$ cat src/rtl/adsr_envelope_if.sv
// Note-event and envelope-output bundle between the note sequencer, the ADSR block and the PWM modulator.
interface adsr_envelope_if #(
  parameter int BW        = 24,
  parameter int ENV_WIDTH = 8
);
  logic                 note_on_i;
  logic                 note_off_i;
  logic [BW-1:0]        period_i;
  logic [BW-1:0]        duty_o;
  logic [ENV_WIDTH-1:0] level_o;
  logic [2:0]           state_o;
  logic                 busy_o;

  modport master (
    output note_on_i, note_off_i, period_i,
    input  duty_o, level_o, state_o, busy_o
  );

  modport slave (
    input  note_on_i, note_off_i, period_i,
    output duty_o, level_o, state_o, busy_o
  );
endinterface

$ cat src/rtl/adsr_envelope.sv
// ADSR amplitude envelope: steps a saturating level on a prescaled tick and scales the note's
// PWM period by it; all outputs registered, duty follows level/period with one cycle of latency.
module adsr_envelope #(
  parameter int BW            = 24,
  parameter int ENV_WIDTH     = 8,
  parameter int TICK_DIV      = 24000,
  parameter int ATTACK_STEP   = 16,
  parameter int DECAY_STEP    = 4,
  parameter int SUSTAIN_LEVEL = 160,
  parameter int RELEASE_STEP  = 8
) (
  input  logic            clk_i,
  input  logic            rst,
  adsr_envelope_if.slave  env
);

  typedef enum logic [2:0] {
    IDLE    = 3'd0,
    ATTACK  = 3'd1,
    DECAY   = 3'd2,
    SUSTAIN = 3'd3,
    RELEASE = 3'd4
  } state_e;

  localparam int EW1      = ENV_WIDTH + 1;
  localparam int LMAX_INT = (1 << ENV_WIDTH) - 1;
  localparam int CW       = (TICK_DIV > 1) ? $clog2(TICK_DIV) : 1;

  // Steps are clamped to LMAX so the (ENV_WIDTH+1)-bit add/sub can never wrap.
  localparam int A_CLAMP = (ATTACK_STEP  > LMAX_INT) ? LMAX_INT : ATTACK_STEP;
  localparam int D_CLAMP = (DECAY_STEP   > LMAX_INT) ? LMAX_INT : DECAY_STEP;
  localparam int R_CLAMP = (RELEASE_STEP > LMAX_INT) ? LMAX_INT : RELEASE_STEP;

  localparam logic [ENV_WIDTH:0] LMAX    = EW1'(LMAX_INT);
  localparam logic [ENV_WIDTH:0] A_STEP  = EW1'(A_CLAMP);
  localparam logic [ENV_WIDTH:0] D_STEP  = EW1'(D_CLAMP);
  localparam logic [ENV_WIDTH:0] R_STEP  = EW1'(R_CLAMP);
  localparam logic [ENV_WIDTH:0] S_LEVEL = EW1'(SUSTAIN_LEVEL);
  localparam logic [CW-1:0]      TICK_LAST = CW'(TICK_DIV - 1);

  state_e                 state_q, state_d;
  logic [ENV_WIDTH-1:0]   level_q, level_d;
  logic [CW-1:0]          cnt_q, cnt_d;
  logic [BW-1:0]          duty_q, duty_d;
  logic                   busy_q, busy_d;

  logic                   tick;
  logic [ENV_WIDTH:0]     lvl_ext;
  logic [ENV_WIDTH:0]     att_sum;
  logic [ENV_WIDTH:0]     dec_diff;
  logic [ENV_WIDTH:0]     dec_sat;
  logic [ENV_WIDTH:0]     rel_sat;
  logic [BW+ENV_WIDTH-1:0] prod;

  assign tick = (cnt_q == TICK_LAST);

  always_comb begin
    cnt_d = cnt_q + CW'(1);
    if (env.note_on_i || tick) begin
      cnt_d = '0;
    end
  end

  always_ff @(posedge clk_i or posedge rst) begin
    if (rst) begin
      state_q <= IDLE;
      level_q <= '0;
      cnt_q   <= '0;
      duty_q  <= '0;
      busy_q  <= 1'b0;
    end else begin
      state_q <= state_d;
      level_q <= level_d;
      cnt_q   <= cnt_d;
      duty_q  <= duty_d;
      busy_q  <= busy_d;
    end
  end

  always_comb begin
    lvl_ext  = {1'b0, level_q};
    att_sum  = lvl_ext + A_STEP;
    dec_diff = lvl_ext - D_STEP;
    dec_sat  = ((lvl_ext < D_STEP) || (dec_diff < S_LEVEL)) ? S_LEVEL : dec_diff;
    rel_sat  = (lvl_ext <= R_STEP) ? '0 : (lvl_ext - R_STEP);

    state_d = state_q;
    level_d = level_q;

    // Pulses take priority over the tick so a transition never also steps the level.
    if (env.note_on_i) begin
      state_d = ATTACK;
    end else if (env.note_off_i &&
                 (state_q == ATTACK || state_q == DECAY || state_q == SUSTAIN)) begin
      state_d = RELEASE;
    end else if (tick) begin
      case (state_q)
        ATTACK: begin
          if (att_sum >= LMAX) begin
            level_d = LMAX[ENV_WIDTH-1:0];
            state_d = DECAY;
          end else begin
            level_d = att_sum[ENV_WIDTH-1:0];
          end
        end
        DECAY: begin
          level_d = dec_sat[ENV_WIDTH-1:0];
          if (dec_sat == S_LEVEL) begin
            state_d = SUSTAIN;
          end
        end
        RELEASE: begin
          level_d = rel_sat[ENV_WIDTH-1:0];
          if (rel_sat == '0) begin
            state_d = IDLE;
          end
        end
        default: begin
          level_d = level_q;
        end
      endcase
    end
  end

  always_comb begin
    busy_d = (state_d != IDLE);
    prod   = {{ENV_WIDTH{1'b0}}, env.period_i} * {{BW{1'b0}}, level_q};
    duty_d = BW'(prod >> (ENV_WIDTH + 1));
  end

  assign env.level_o = level_q;
  assign env.state_o = state_q;
  assign env.busy_o  = busy_q;
  assign env.duty_o  = duty_q;

endmodule

$ cat src/flat_wrapper.sv
// flat-port wrapper written by rule: the top's interface ports become plain ports
module adsr_envelope_flat 
#(
  parameter int BW            = 24,
  parameter int ENV_WIDTH     = 8,
  parameter int TICK_DIV      = 24000,
  parameter int ATTACK_STEP   = 16,
  parameter int DECAY_STEP    = 4,
  parameter int SUSTAIN_LEVEL = 160,
  parameter int RELEASE_STEP  = 8
)
  (clk_i, rst, env_note_on_i, env_note_off_i, env_period_i, env_duty_o, env_level_o, env_state_o, env_busy_o);
  adsr_envelope_if #(.BW(BW), .ENV_WIDTH(ENV_WIDTH)) env_i ();
  input  logic clk_i;
  input  logic rst;
  input wire logic [$bits(env_i.note_on_i)-1:0] env_note_on_i;
  input wire logic [$bits(env_i.note_off_i)-1:0] env_note_off_i;
  input wire logic [$bits(env_i.period_i)-1:0] env_period_i;
  output wire logic [$bits(env_i.duty_o)-1:0] env_duty_o;
  output wire logic [$bits(env_i.level_o)-1:0] env_level_o;
  output wire logic [$bits(env_i.state_o)-1:0] env_state_o;
  output wire logic [$bits(env_i.busy_o)-1:0] env_busy_o;
  assign env_i.note_on_i = env_note_on_i;
  assign env_i.note_off_i = env_note_off_i;
  assign env_i.period_i = env_period_i;
  assign env_duty_o = env_i.duty_o;
  assign env_level_o = env_i.level_o;
  assign env_state_o = env_i.state_o;
  assign env_busy_o = env_i.busy_o;
  adsr_envelope #(.BW(BW), .ENV_WIDTH(ENV_WIDTH), .TICK_DIV(TICK_DIV), .ATTACK_STEP(ATTACK_STEP), .DECAY_STEP(DECAY_STEP), .SUSTAIN_LEVEL(SUSTAIN_LEVEL), .RELEASE_STEP(RELEASE_STEP)) u_core (.clk_i(clk_i), .rst(rst), .env(env_i));
endmodule
$ cat config.mk
export PLATFORM = sky130hd
export DESIGN_NAME = adsr_envelope_flat
export DESIGN_NICKNAME = d
export VERILOG_FILES = /design/src/rtl/adsr_envelope_if.sv /design/src/rtl/adsr_envelope.sv /design/src/flat_wrapper.sv
export SDC_FILE = /design/constraint.sdc
export NUM_CORES = 1
export LEC_CHECK = 0
export ABC_AREA = 1
export CAP_MARGIN = 0
export CORE_ASPECT_RATIO = 1.5
export CORE_MARGIN = 5
export CORE_UTILIZATION = 65
export DETAILED_ROUTE_END_ITERATION = 8
export MAX_ROUTING_LAYER = met4
export PLACE_DENSITY = 0.89
export RECOVER_POWER = 50
export SETUP_SLACK_MARGIN = 0.1
export SYNTH_ARGS = -nofsm -noshare
export SYNTH_HDL_FRONTEND = slang
export SYNTH_SLANG_ARGS = --single-unit
$ cat constraint.sdc
create_clock -name clk_i -period 7.21 [get_ports clk_i]
set_clock_uncertainty 0.05 [all_clocks]
set_input_delay 1.442 -clock clk_i [delete_from_list [all_inputs] [get_ports clk_i]]
set_output_delay 1.442 -clock clk_i [all_outputs]
set_load 0.02 [all_outputs]
==> impl_metrics.yaml, run 1 <==
cts:
  cts_hold_buf: 0
  cts_root_buffer: "clkbuf_16"
  cts_tree: "done"
  clockBufferDepth: 2
  postCtsSetupBuffers: 0
  clk_pin_slew_ns: 0.08
  clock_latency_ns: 0.30
  cts-htree-levels: 2
  clock_sinks: 50
  cts_made_buffers: 5
  cts_resized: 0
drt:
  drc: 0
  drtIter0Drc: 437
  totalWireLength_um: 23300
  detail_route.wl_per_cell_um: 15.8
  ant_nets: 0
  routed-via-count: 7971
  first_pass_iters: 5
  post_drt_via_cell_ratio: 5.41
synthesis:
  ys_warn_count: 0
  synth.distinct_cells: 50
  syn_nets: 1499
  syn_area_um2: 9140
  syn_area_per_cell_um2: 7.14
  synthTopCellsByArea: "fa_1 (29%), inv_1 (14%), dfrtp_1 (14%)"
  yosysTopAreaCellShare: 0.287
  synth_cells: 1280
  synth_top_area_cell: "fa_1"
  ys_seq_elements: 50
  ys_seq_area_frac: 0.137
power:
  power.internal_mw: 1.72
  leakage_nw: 5.99
  peakVddDrop_mv: 0.472
  seq_power_share: 0.105
  switching_share: 0.573
  p_comb_frac: 0.832
  switching_power_mw: 2.30
  powerDensity_nw_per_um2: 404
  power.share.clock: 0.064
setup_path:
  crit_required_ns: 7.36
  worstPathArrival_ns: 6.21
  crit_type: "input port to flip-flop"
  critPathBufInv: 4
  crit_path_top_delay_cell: "clkdlybuf4s50_1"
  path_max_fanout: 8
  worstPathCellList: "clkdlybuf4s50_1, nand2_1, inv_1, fa_1, fa_1, fa_1, inv_1, fa_1, inv_1, ha_1, a21oi_1, a21boi_0, o21ai_0, a31oi_1, nand2_1, nand2_1, nand2_1"
  setup.worst_path.start_class: "input port"
  cp-end-kind: "flip-flop"
  critPathMaxStageDelay_ns: 0.75
  critical-path-top-delay-family: "adder cells"
floorplan:
  coreArea_um2: 13900
  die_w_um: 107
  start_util: 0.657
  pin_count: 64
  die_h_um: 155
  rows: 53
  dieArea_um2: 16600
grt:
  grt_pass1_vias: 8702
  grt_overflow_total: 0
  antenna_found_initial: 0
  grt_max_degree: 51
  groute.usage.overall: 0.311
  grt_pass1_wl_um: 39900
layout:
  syn2layout_area_growth_pct: 8.84
  fin_area_um2: 9950
  fillerInstances: 1146
  final_cells: 1474
  diodes: 0
  num-nets-final: 1527
  drive_above_1_share: 0.0466
  post-route-util: 0.715
sta:
  fin_tns_setup_ns: 0
  hold_viol_final: 0
  setup_viol: 0
  finalCritPeriodShare: 0.841
  timing.final.crit_period_ns: 6.06
  maxSlewViolCount: 51
  whs_ns: 0.420
  timing.fmax_mhz: 165
  slew_headroom: -0.327
  tightest_slew_ns: 1.99
  rsz0062_at_grt: "false"
placed_design:
  dp_hpwl_um: 19300
  gp_congestion: 0.991
  placed_area_um2: 9800
  io_buffers: 62
  dp_cells: 1466
flow_run:
  maxCapViolations: 1
status:
  violations: "capacitance limit, slew limit"
  status: "complete, but fails checks"
hold_path:
  hold_class: "flip-flop to flip-flop"
-- layer usage --
metal  vias to the layer above  wire length, um  track usage
li1                       3768                -            -
met1                      3774             8010        0.324
met2                       317            12700        0.574
met3                       112             1190       0.0328
met4                         0             1400        0.156
met5                         -                0            -
-- cell type report --
class | count | area [um2] | area share
Inverter | 367 | 1380 | 0.138
Sequential cell | 50 | 1250 | 0.126
Timing Repair Buffer | 69 | 673 | 0.0676
Tap cell | 165 | 206 | 0.0207
Clock inverter | 3 | 28.8 | 0.00289
Multi-Input combinational cell | 815 | 6290 | 0.632
Clock buffer | 5 | 125 | 0.0126
-- flip-flops by register name, indices dropped and copies added (netlist names) --
register / flops
u_core.cnt_q: 15
u_core.env.state_o: 3
u_core.env.duty_o: 23
u_core.env.busy_o: 1
u_core.env.level_o: 8
-- cell families after synthesis --
group / synth area share
AND/OR/NAND/NOR: 0.230
buffers and inverters: 0.175
adder cells (fa/ha/maj): 0.369
AO/OA/AOI/OAI: 0.0698
flip-flops: 0.137
XOR/XNOR: 0.0192
other: 0.000410
-- cells in the final DEF, fill, tap and decap left out, types with 7 or more instances in the layout --
cell               n
a21oi_1           40
buf_4              7
clkdlybuf4s50_1   59
dfrtp_1           50
fa_1             131
ha_1              60
inv_1            355
inv_2             12
nand2_1          324
nand2_2           12
nand3_1           41
nand4_1            8
nor2_1            71
nor3_1            14
o21ai_0           30
xor2_1            18
-- worst paths after layout --
kind	end	from	depth (start not counted)	slack, ns
setup reg to reg	u_core.env.duty_o[8]	u_core.env.level_o[3]	20	1.86
hold reg to reg	u_core.cnt_q[0]	u_core.cnt_q[0]	1	0.42
min in group asynchronous	u_core.cnt_q[2]	rst	2	2.18
setup / recovery	u_core.env.duty_o[18]	env_period_i[8]	17	1.15
max in group asynchronous	u_core.env.duty_o[1]	rst	2	3.77
hold / removal	u_core.cnt_q[0]	u_core.cnt_q[0]	1	0.42
-- power by group through the flow --
stage	logic, mW	clock network (mW)	registers, mW
after floorplan	2.25	0	0.504
after global placement	3.27	0	0.424
after global routing	3.76	0.275	0.431
final	3.34	0.257	0.421
after detailed placement	3.28	0	0.425
after CTS	3.33	0.264	0.421
-- synth_stat cells, drive strengths merged --
| master | instances |
|---|---|
| inv | 367 |
| nand2 | 339 |
| fa | 131 |
| nor2 | 77 |
| ha | 60 |
| dfrtp | 50 |
| nand3 | 44 |
| a21oi | 41 |
| o21ai | 35 |
| clkbuf | 32 |
| xor2 | 18 |
| buf | 16 |
| nor3 | 16 |
| nand4 | 9 |
| a21boi | 5 |
| a21o | 5 |
| o21bai | 5 |
| o31ai | 5 |
| nor4 | 4 |
| o21a | 3 |
| a31oi | 2 |
| and3 | 2 |
| nor3b | 2 |
| or2 | 2 |
| xnor2 | 2 |
| a211oi | 1 |
| a22oi | 1 |
| conb | 1 |
| nand3b | 1 |
| o211ai | 1 |
| o221ai | 1 |
| o22a | 1 |
| o22ai | 1 |
-- per-stage QoR --
step | worst slack [ns] | total power [mW]
6_report | 1.15 | 4.02
5_1_grt | 0.855 | 4.46
4_1_cts | 1.15 | 4.02
3_5_place_dp | 0.815 | 3.71
3_3_place_gp | 0.836 | 3.70
2_1_floorplan | 1.84 | 2.76
Note: power is estimated with default switching activity, not from simulation.
==> inputs of run 2 (changes only) <==
--- a/config.mk
+++ b/config.mk
@@ -9,10 +9,10 @@
 export CAP_MARGIN = 0
 export CORE_ASPECT_RATIO = 1.5
 export CORE_MARGIN = 5
-export CORE_UTILIZATION = 65
+export CORE_UTILIZATION = 56
 export DETAILED_ROUTE_END_ITERATION = 8
 export MAX_ROUTING_LAYER = met4
-export PLACE_DENSITY = 0.89
+export PLACE_DENSITY = 0.81
 export RECOVER_POWER = 50
 export SETUP_SLACK_MARGIN = 0.1
 export SYNTH_ARGS = -nofsm -noshare
==> constraint.sdc (replaced) <==
create_clock -name clk_i -period 5.5 [get_ports clk_i]
set_clock_uncertainty 0.05 [all_clocks]
set_input_delay 1.1 -clock clk_i [delete_from_list [all_inputs] [get_ports clk_i]]
set_output_delay 1.1 -clock clk_i [all_outputs]
set_load 0.02 [all_outputs]
==> run 2 against run 1 <==
The run still ends with capacitance limit, slew limit left. Count of clock-buffer cells in the layout stayed put. Sequential share of layout area fell by 1.1 points. Routed wire length is essentially flat. First-iteration DRC count rose by 9.6%. Global-route usage fell by 4.0 points. Non-clock buffer count is 103 higher. Hold slack improved by 0.0030 ns. Total power rose by 61%. Via count is 3.5% higher. Combinational power rose by 68%.
==> impl_metrics.yaml, run 2 (same netlist as run 1, synthesis figures left out) <==
setup_path:
  cp-end-kind: "flip-flop"
  path_max_fanout: 3
  setup.worst_path.start_class: "input port"
  crit_required_ns: 5.65
  cp-startpoint: "env_period_i[0]"
  crit_type: "input port to flip-flop"
  worstPathArrival_ns: 5.43
  r2r_start: "u_core.env.level_o[2]"
grt:
  antenna_found_initial: 0
  grt_max_degree: 51
  grt_overflow_total: 0
  grt_pass1_wl_um: 40600
  grt_pass1_vias: 8908
  groute.usage.overall: 0.271
power:
  leakage_nw: 6.62
  peakVddDrop_mv: 0.566
  powerDensity_nw_per_um2: 596
sta:
  timing.final.crit_period_ns: 5.27
  finalCritPeriodShare: 0.959
  fin_tns_setup_ns: 0
  timing.fmax_mhz: 190
  hold_viol_final: 0
  rsz0062_at_grt: "false"
  tightest_slew_ns: 2.85
  fin_ws_ns: 0.228
  setup_viol: 0
  maxSlewViolCount: 51
  slew_headroom: -0.903
flow_run:
  maxCapViolations: 1
cts:
  clock_latency_ns: 0.30
  cts_root_buffer: "clkbuf_16"
  clock_sinks: 50
  cts_made_buffers: 5
  postCtsSetupBuffers: 0
  cts_hold_buf: 0
  clk_pin_slew_ns: 0.07
  clockBufferDepth: 2
  cts-htree-levels: 2
  cts_tree: "done"
placed_design:
  io_buffers: 62
  pre_cts_ws_ns: -0.348
  gp_congestion: 0.988
  dp_hpwl_um: 19700
  placed_area_um2: 10600
layout:
  fin_area_um2: 10900
  post-route-util: 0.675
  syn2layout_area_growth_pct: 19.0
  final_common_cell: "inv_1"
  largest_reg_flops: 23
  fillerInstances: 1384
  num-nets-final: 1630
  drive_above_1_share: 0.134
  diodes: 0
  layout.cells.most_common_list: "inv_1 (353), nand2_1 (323), fa_1 (131)"
hold_path:
  hold_class: "flip-flop to flip-flop"
  hp-start: "u_core.cnt_q[0]"
floorplan:
  die_w_um: 114
  pin_count: 64
  rows: 57
  coreArea_um2: 16100
  start_util: 0.567
  dieArea_um2: 19000
  die_h_um: 167
drt:
  drtIter0Drc: 479
  totalWireLength_um: 23300
  routed-via-count: 8248
  drc: 0
  first_pass_iters: 5
  ant_nets: 0
  detail_route.wl_per_cell_um: 14.4
  post_drt_via_cell_ratio: 5.10
status:
  status: "complete, but fails checks"
  violations: "capacitance limit, slew limit"
==> run 2: cell count changes in the layout (fill, tap and decap cells not counted), sizes merged <==
cell,change
inv,-2
clkinvlp,+1
dlymetal6s2s,+15
clkdlybuf4s50,-21
clkdlybuf4s15,+1
dlygate4sd2,+1
dlygate4sd3,+1
clkbuf,+4
buf,+102
clkinv,+1
==> run 2: per-layer routing <==
layer	up-vias	routed length, um	global-route usage
met5	-	0	-
met4	0	1350	0.136
met3	105	876	0.0276
met2	260	12900	0.492
met1	3913	8270	0.286
li1	3970	-	-
==> run 2: layout make-up <==
| class | instances | area [um2] | area share |
|---|---|---|---|
| Sequential cell | 50 | 1250 | 0.115 |
| Clock inverter | 3 | 21.3 | 0.00196 |
| Clock buffer | 5 | 125 | 0.0115 |
| Multi-Input combinational cell | 815 | 6380 | 0.586 |
| Tap cell | 206 | 258 | 0.0237 |
| Timing Repair Buffer | 172 | 1460 | 0.135 |
| Inverter | 367 | 1380 | 0.127 |
==> run 2: worst max-delay path, cell delays in order <==
cell and delay (ns):
clkdlybuf4s50_1 0.51, nand2_1 0.11, fa_1 0.56, fa_1 0.55, inv_1 0.06, fa_1 0.51, fa_1 0.51, ha_1 0.34
a21oi_2 0.18, nor2_1 0.06, nor2_1 0.17, o21ai_0 0.14, a21o_1 0.23, a21oi_1 0.20, xnor2_1 0.18
==> run 2: through the flow <==
stage | hold slack (ns) | power, mW | std cells
after detailed placement | 0.413 | 5.89 | 1610
final | 0.423 | 6.48 | 1618
after CTS | 0.423 | 6.33 | 1618
after floorplan | 0.383 | 3.61 | 1280
after global routing | 0.444 | 7.18 | 1618
after global placement | 0.396 | 5.86 | 1610
==> run 2: path summary, 6_finish.rpt <==
path                                    endpoint  slack, ns  cells after the start
max reg2reg                 u_core.env.duty_o[9]       0.41                     16
min                              u_core.cnt_q[0]       0.42                      1
max in group asynchronous  u_core.env.level_o[3]       1.31                      3
min reg2reg                      u_core.cnt_q[0]       0.42                      1
max                         u_core.env.duty_o[9]       0.23                     15
min in group asynchronous        u_core.cnt_q[1]       2.27                      3
==> run 2: timing repair <==
| action | in CTS | in global routing |
|---|---|---|
| resized for setup | 10 | 47 |
| setup endpoints to repair | 11 | 20 |
| pin swaps | 0 | 2 |
==> run 2: report_power, final <==
group	total, mW	switching, mW	leakage [nW]	internal [mW]
sequential	0.552	0.0419	0.604	0.510
combinational	5.61	3.12	5.95	2.49
clock	0.318	0.150	0.0698	0.169
==> inputs of run 3 (changes only) <==
--- a/config.mk
+++ b/config.mk
@@ -9,10 +9,11 @@
 export CAP_MARGIN = 0
 export CORE_ASPECT_RATIO = 1.5
 export CORE_MARGIN = 5
-export CORE_UTILIZATION = 56
+export CORE_UTILIZATION = 57
+export CTS_BUF_LIST = sky130_fd_sc_hd__clkbuf_8
 export DETAILED_ROUTE_END_ITERATION = 8
 export MAX_ROUTING_LAYER = met4
-export PLACE_DENSITY = 0.81
+export PLACE_DENSITY = 0.83
 export RECOVER_POWER = 50
 export SETUP_SLACK_MARGIN = 0.1
 export SYNTH_ARGS = -nofsm -noshare
==> run 3 against run 2 <==
The run still ends with capacitance limit, slew limit left. Die area shrank 1.6%. Non-clock buffer count grew 10. Final cell count grew 0.43%. First-iteration DRC count grew 2.7%. Cell area grew 0.71%. Highest routed layer unchanged.
==> impl_metrics.yaml, run 3 (same netlist as run 1, synthesis figures left out) <==
floorplan:
  pin_count: 64
  die_h_um: 165
  start_util: 0.583
  dieArea_um2: 18700
  coreArea_um2: 15700
  rows: 56
  die_w_um: 113
sta:
  slew_headroom: -0.314
  timing.fmax_mhz: 192
  hold_viol_final: 0
  tightest_slew_ns: 1.97
  rsz0062_at_grt: "true"
  maxSlewViolCount: 51
  timing.final.crit_period_ns: 5.21
  fin_tns_setup_ns: 0
  setup_viol: 0
  finalCritPeriodShare: 0.948
placed_design:
  gp_congestion: 0.979
  dp_hpwl_um: 19700
  io_buffers: 62
status:
  violations: "capacitance limit, slew limit"
  status: "complete, but fails checks"
setup_path:
  worstPathArrival_ns: 5.38
  crit_required_ns: 5.67
  path_max_fanout: 4
  cp-end-kind: "flip-flop"
  crit_type: "input port to flip-flop"
  setup.worst_path.start_class: "input port"
hold_path:
  hold_class: "flip-flop to flip-flop"
power:
  power.share.clock: 0.037
  power.internal_mw: 3.21
  powerDensity_nw_per_um2: 598
  switching_share: 0.510
  leakage_nw: 6.67
  p_comb_frac: 0.880
  seq_power_share: 0.084
  total_power_mw: 6.55
  peakVddDrop_mv: 0.618
  switching_power_mw: 3.34
cts:
  clk_pin_slew_ns: 0.10
  clock_sinks: 50
  cts_hold_buf: 0
  clock_latency_ns: 0.32
  cts-htree-levels: 2
  cts_tree: "done"
  cts_made_buffers: 5
  cts_root_buffer: "clkbuf_8"
  clockBufferDepth: 2
grt:
  grt_overflow_total: 0
  grt_pass1_vias: 9216
  grt_pass1_wl_um: 40800
  grt_max_degree: 51
  antenna_found_initial: 0
  groute.usage.overall: 0.278
drt:
  totalWireLength_um: 23400
  detail_route.wl_per_cell_um: 14.4
  first_pass_iters: 6
  drc: 0
  post_drt_via_cell_ratio: 5.14
  routed-via-count: 8360
  drtIter0Drc: 492
  ant_nets: 0
flow_run:
  maxCapViolations: 1
layout:
  syn2layout_area_growth_pct: 19.8
  layout.cells.most_common_list: "inv_1 (352), nand2_1 (323), fa_1 (130)"
  num-nets-final: 1640
  final_common_cell: "inv_1"
  largest_reg_flops: 23
  diodes: 0
  drive_above_1_share: 0.142
run 3: cell count changes in the layout (fill, tap and decap cells not counted), sizes merged, moves of 2 or more:
cell / previous run / this run
buf: 109 / 119
clkbuf: 9 / 7
clkinv: 3 / 1
clkdlybuf4s50: 38 / 40
dlymetal6s2s: 15 / 17
run 3: routing by layer:
| metal | vias to the layer above | part of all wire | global-route usage |
|---|---|---|---|
| met5 | - | 0 | - |
| met4 | 0 | 0.055 | 0.144 |
| met3 | 110 | 0.040 | 0.0310 |
| met2 | 283 | 0.55 | 0.520 |
| met1 | 3978 | 0.35 | 0.283 |
| li1 | 3989 | - | - |
run 3: layout make-up:
type / count / area (um2)
clock inverters: 2 / 12.5
multi-input cells: 815 / 6420
flip-flops and latches: 50 / 1250
fillers: 1270 / 4740
inverters: 367 / 1380
repair buffers: 182 / 1560
well taps: 203 / 254
clock buffers: 6 / 82.6
run 3: power groups by stage:
stage,Clock [mW],Combinational [mW],Sequential (mW)
after floorplan,0,2.95,0.661
after global placement,0,5.36,0.555
after detailed placement,0,5.41,0.554
after CTS,0.243,5.51,0.550
after global routing,0.259,6.41,0.561
final,0.240,5.76,0.548
run 3: path summary, 6_finish.rpt:
path                                       start               endpoint  slack (ns)  cells after the start
max reg2reg                u_core.env.level_o[2]  u_core.env.duty_o[22]        0.39                     19
max in group asynchronous                    rst  u_core.env.duty_o[17]        2.45                      2
min                              u_core.cnt_q[0]        u_core.cnt_q[0]        0.43                      1
min in group asynchronous                    rst       u_core.cnt_q[10]        1.81                      2
max                              env_period_i[1]  u_core.env.duty_o[22]        0.29                     19
min reg2reg                      u_core.cnt_q[0]        u_core.cnt_q[0]        0.43                      1
run 3: timing repair:
action / 4_1_cts / 5_1_grt
endpoints found under the hold margin: 0 / 0
pin swaps: 0 / 8
setup endpoints to repair: 7 / 22
gates resized for setup: 4 / 52
setup buffers: 0 / 1
cloned: 0 / 0
run 3: through the flow:
step / utilization / instance area, um2 / hold WS [ns] / instances / setup slack, ns
after floorplan: - / 9140 / 0.383 / 1280 / 0.472
after global placement: 0.681 / 10700 / 0.395 / 1616 / -0.271
after detailed placement: 0.681 / 10700 / 0.422 / 1616 / -0.296
after CTS: 0.687 / 10800 / 0.435 / 1624 / 0.0829
after global routing: 0.698 / 11000 / 0.471 / 1625 / 0.0149
final: 0.698 / 11000 / 0.430 / 1625 / 0.287
run 3: worst max-delay path, cell delays in order:
cell and delay (ns):
clkdlybuf4s50_1 0.44, nand2_1 0.09, inv_2 0.06, fa_1 0.52, fa_1 0.52, fa_1 0.55
fa_1 0.53, ha_1 0.35, inv_1 0.06, o21ai_0 0.31, inv_1 0.09, o21ai_0 0.15
a21boi_2 0.12, nand2_2 0.12, nand2_2 0.07, nand2_4 0.09, nand2_2 0.06, nand3b_1 0.09
nand2_1 0.07
